==> src/rtl/imem_arbiter.sv <==
// Two-port (fetch/debug) arbiter in front of a single-port registered instruction memory.
// Response one cycle after grant. Ready is combinational, and requests are never buffered.
// Priority is fixed, with debug starvation relief. Defining IMEM_ARB_RR_EN gives round-robin instead.
module imem_arbiter #(
    parameter int ADDR_W       = 8,
    parameter int DATA_W       = 32,
    parameter int STARVE_LIMIT = 4
) (
    input  logic              clk,
    input  logic              reset,
    input  logic              f_req_valid,
    input  logic [ADDR_W-1:0] f_req_addr,
    output logic              f_req_ready,
    input  logic              f_flush,
    output logic              f_rsp_valid,
    output logic [DATA_W-1:0] f_rsp_data,
    input  logic              d_req_valid,
    input  logic [ADDR_W-1:0] d_req_addr,
    output logic              d_req_ready,
    output logic              d_rsp_valid,
    output logic [DATA_W-1:0] d_rsp_data,
    output logic [ADDR_W-1:0] mem_address,
    input  logic [DATA_W-1:0] mem_data_in
);

    logic              f_gnt, d_gnt;
    logic [ADDR_W-1:0] addr_q, addr_d;
    logic              f_inflt_q, d_inflt_q;
    logic [DATA_W-1:0] f_hold_q, f_hold_d;
    logic [DATA_W-1:0] d_hold_q, d_hold_d;

`ifdef IMEM_ARB_RR_EN
    // rr_q set means fetch won last, so debug is favoured next; reset favours fetch.
    logic rr_q, rr_d;
`else
    localparam logic [3:0] LIMIT = 4'(STARVE_LIMIT);
    logic [3:0] starve_q, starve_d;
`endif

    always_comb begin
        f_gnt = 1'b0;
        d_gnt = 1'b0;
        if (!reset) begin
            if (f_req_valid && d_req_valid) begin
`ifdef IMEM_ARB_RR_EN
                if (rr_q) d_gnt = 1'b1;
                else      f_gnt = 1'b1;
`else
                if (starve_q == LIMIT) d_gnt = 1'b1;
                else                   f_gnt = 1'b1;
`endif
            end else begin
                f_gnt = f_req_valid;
                d_gnt = d_req_valid;
            end
        end
    end

    assign f_req_ready = f_gnt;
    assign d_req_ready = d_gnt;

    always_comb begin
        addr_d = addr_q;
        if (f_gnt)      addr_d = f_req_addr;
        else if (d_gnt) addr_d = d_req_addr;
    end
    assign mem_address = addr_d;

    // A flush or reset in the response cycle kills the pulse and the hold update.
    assign f_rsp_valid = f_inflt_q && !f_flush && !reset;
    assign d_rsp_valid = d_inflt_q && !reset;

    assign f_hold_d   = f_rsp_valid ? mem_data_in : f_hold_q;
    assign d_hold_d   = d_rsp_valid ? mem_data_in : d_hold_q;
    assign f_rsp_data = f_hold_d;
    assign d_rsp_data = d_hold_d;

`ifdef IMEM_ARB_RR_EN
    always_comb begin
        rr_d = rr_q;
        if (f_gnt)      rr_d = 1'b1;
        else if (d_gnt) rr_d = 1'b0;
    end
`else
    // Counts fetch wins while debug waits; saturates at the limit.
    always_comb begin
        starve_d = starve_q;
        if (!d_req_valid || d_gnt)         starve_d = '0;
        else if (f_gnt && starve_q < LIMIT) starve_d = starve_q + 4'd1;
    end
`endif

    always_ff @(posedge clk) begin
        if (reset) begin
            addr_q    <= '0;
            f_inflt_q <= 1'b0;
            d_inflt_q <= 1'b0;
            f_hold_q  <= '0;
            d_hold_q  <= '0;
`ifdef IMEM_ARB_RR_EN
            rr_q      <= 1'b0;
`else
            starve_q  <= '0;
`endif
        end else begin
            addr_q    <= addr_d;
            f_inflt_q <= f_gnt;
            d_inflt_q <= d_gnt;
            f_hold_q  <= f_hold_d;
            d_hold_q  <= d_hold_d;
`ifdef IMEM_ARB_RR_EN
            rr_q      <= rr_d;
`else
            starve_q  <= starve_d;
`endif
        end
    end

endmodule
==> config.mk <==
export PLATFORM = sky130hd
export DESIGN_NAME = imem_arbiter
export DESIGN_NICKNAME = d
export VERILOG_FILES = /design/src/rtl/imem_arbiter.sv
export SDC_FILE = /design/constraint.sdc
export NUM_CORES = 1
export LEC_CHECK = 0
export BUFFER_PORTS_ARGS = -buffer_cell sky130_fd_sc_hd__clkbuf_2
export CAP_MARGIN = 20
export CORE_ASPECT_RATIO = 1.5
export CORE_UTILIZATION = 35
export DETAILED_ROUTE_END_ITERATION = 10
export SETUP_SLACK_MARGIN = 0.02
export SLEW_MARGIN = 20
export SYNTH_ARGS = -nofsm -noshare
export SYNTH_HDL_FRONTEND = slang
export SYNTH_SLANG_ARGS = --single-unit
==> constraint.sdc <==
create_clock -name clk -period 1.44 [get_ports clk]
set_clock_uncertainty 0.05 [all_clocks]
set_input_delay 0.144 -clock clk [delete_from_list [all_inputs] [get_ports clk]]
set_output_delay 0.144 -clock clk [all_outputs]
set_load 0.03 [all_outputs]
==> metrics.yaml <==
outcome:
  status: "finished, violations left"
  violations: "setup timing"
timing:
  clock.fmax_ghz: 0.506
  slew_viol_final: 0
  rsz0062_at_grt: "yes"
  hold_viol: 0
  slew_headroom: 0.606
  setup_ws_ns: -0.535
  finalCritPeriodShare: 1.37
  setup-violations-final: 113
  finalSetupTns_ns: -32.34
  tightest_slew_ns: 0.591
  fin_crit_ns: 1.97
drt:
  detail_route.wl_per_cell_um: 16.9
  finalWirelength_um: 11500
  vias_per_cell: 4.92
  drc: 0
  ant_nets: 0
  drtIter0Drc: 104
  first_pass_iters: 4
  route.vias.total: 3334
setup_path:
  crit_chain: "inv_2, ha_4, and4b_1, buf_12, nor3_1, buf_4, nor4_4, clkbuf_8"
  slowest_delay_ns: 0.32
  critPathMaxFanout: 10
  critPathTopFamily: "buffers and inverters"
  worstSetupPathType: "register to output port"
  slowest_stage: "dfxtp_2"
  required_ns: 1.25
  critPathLaunchType: "register"
  end_kind: "output port"
  worstPathArrival_ns: 1.78
  path_buf_inv: 4
yosys:
  netlist.area_leader.share: 0.400
  async_reset_ff_frac: 0
  synth_ff_type: "dfxtp_1"
  yosys_warnings: 0
  seq_area_frac_synth: 0.400
  synth_cell_type_count: 33
  synth_edf_count: 0
  synth_nets: 415
  ys_top_cells_by_area: "dfxtp_1 (40%), mux2_4 (11%), mux2i_1 (11%)"
  synthMostInstantiatedCell: "dfxtp_1"
  syn_inst: 360
  syn-cell-area_um2: 3900
  avgSynthCellArea_um2: 10.8
  yosys_register_bits: 78
  ys_top_cells_by_count: "dfxtp_1 (78), mux2i_1 (41), nor2_1 (37), mux2_2 (35)"
  synth_largest_area_cell: "dfxtp_1"
floorplanning:
  die_h_um: 131
  die_width_um: 88.2
  core-area_um2: 10700
  die_area_um2: 11600
  start_util: 0.364
  io_pins: 129
  rows: 46
power:
  power.leakage_nw: 2.94
  irDropWorstVdd_uv: 585
  power.density_nw_per_um2: 874
clocking:
  worstSkewPairLatency_ns: 0.32
  cts_buffer_depth: 2
  cts-root-buf: "clkbuf_16"
  numCtsBuffers: 9
  htreeDepth: 3
  cts.sinks: 78
  path_clk_slew_ns: 0.06
  tritoncts: "yes"
global_routing:
  grt_pass1_wl_um: 18000
  grt_use_total: 0.201
  grt_pass1_vias: 3554
  overflow: 0
  antenna_found_initial: 0
  grt_max_degree: 33
layout:
  num_antenna_cells: 0
  area_growth_syn_to_layout_pct: 70.2
  drive_gt1_frac: 0.561
  fin_cells: 677
  post-route-util: 0.620
  fin_nets: 583
min_path:
  hold_class: "input port to register"
placed_design:
  dpl.cell_count: 638
  gp_congestion: 0.808
  portBuffers: 128
  hpwlAfterDp_um: 7340
flow_run:
  max_cap_violations: 0
==> layout by cell type (no fill, tap or decap), drive strengths merged, types with 2 or more instances in the layout <==
cell type and count:
clkinv 3, o32ai 8, nand2b 2, nor3b 2, nor3 16, a21boi 2, nor2 37, ha 2
inv 3, nor4 8, o221a 8, nor2b 13, dfxtp 78, a21oi 9, clkbuf 74, and2b 29
buf 124, mux2 64, mux2i 41
==> timing repair <==
item	in CTS	in global routing
setup buffers	14	9
pin swaps	1	0
endpoints found under the hold margin	0	0
gates resized for setup	181	77
endpoints found under the setup margin	114	116
cloned	6	0
hold buffers	0	0
==> cell families (layout without fill, tap and decap cells) <==
group	Yosys count	count (layout)	synth area share
AOI/OAI and AO/OA	27	27	0.0565
xor gates and xnor gates	1	1	0.00225
adders and majority gates	2	2	0.00642
buffers and inverters	32	205	0.0433
DFF	78	78	0.400
muxes	105	105	0.318
and+or+nand+nor	115	115	0.173
==> worst paths after layout <==
kind	endpoint	startpoint	slack, ns	cells past startpoint
setup / recovery	mem_address[1]	starve_q[1]	-0.53	8
hold / removal	d_hold_q[8]	mem_data_in[8]	0.05	3
setup reg to reg	f_hold_q[28]	f_inflt_q	-0.22	7
hold reg to reg	d_hold_q[22]	d_hold_q[22]	0.44	2
==> flip-flops by register name (all words and copies together) (netlist names) <==
signal / cells
f_inflt_q: 1
addr_q: 8
d_hold_q: 32
d_inflt_q: 1
f_hold_q: 32
starve_q: 4
==> worst min-delay path, delay by kind of cell <==
kind | cells | cell delay, ns
multiplexers | 1 | 0.07
buffers and inverters | 1 | 0.10
AND/OR/NAND/NOR | 1 | 0.07
==> area by class of cell <==
| class | count | area, um2 |
|---|---|---|
| tap | 144 | 180 |
| clock buffer | 12 | 256 |
| inverter | 3 | 11.3 |
| clock inverter | 4 | 45.0 |
| fill | 862 | 4070 |
| timing repair buffer | 186 | 2100 |
| multi-input combinational | 250 | 2480 |
| sequential | 78 | 1570 |
==> metrics by stage <==
step | hold WS [ns] | total power, mW | cell area [um2] | setup WS, ns
floorplan | 0.241 | 2.98 | 4190 | -0.133
global placement | 0.366 | 3.29 | 5180 | -0.177
detailed placement | 0.374 | 3.30 | 5180 | -0.204
CTS | 0.0375 | 5.81 | 6540 | -0.535
global route | 0.0499 | 6.05 | 6640 | -0.625
finish | 0.0503 | 5.80 | 6640 | -0.535
==> metal layers <==
| metal | vias up | wire (um) | track usage | share of wire |
|---|---|---|---|---|
| met5 | - | 0 | 0 | 0 |
| met4 | 0 | 138 | 0.0663 | 0.012 |
| met3 | 10 | 580 | 0.0465 | 0.051 |
| met2 | 98 | 6500 | 0.379 | 0.57 |
| met1 | 1618 | 4230 | 0.208 | 0.37 |
| li1 | 1608 | - | - | - |
==> power breakdown <==
| part | switching (mW) | internal, mW |
|---|---|---|
| combinational | 0.619 | 0.667 |
| sequential | 0.0370 | 2.23 |
| clock | 0.819 | 1.43 |
| total | 1.48 | 4.32 |
Power figures use the tool's default switching activity.
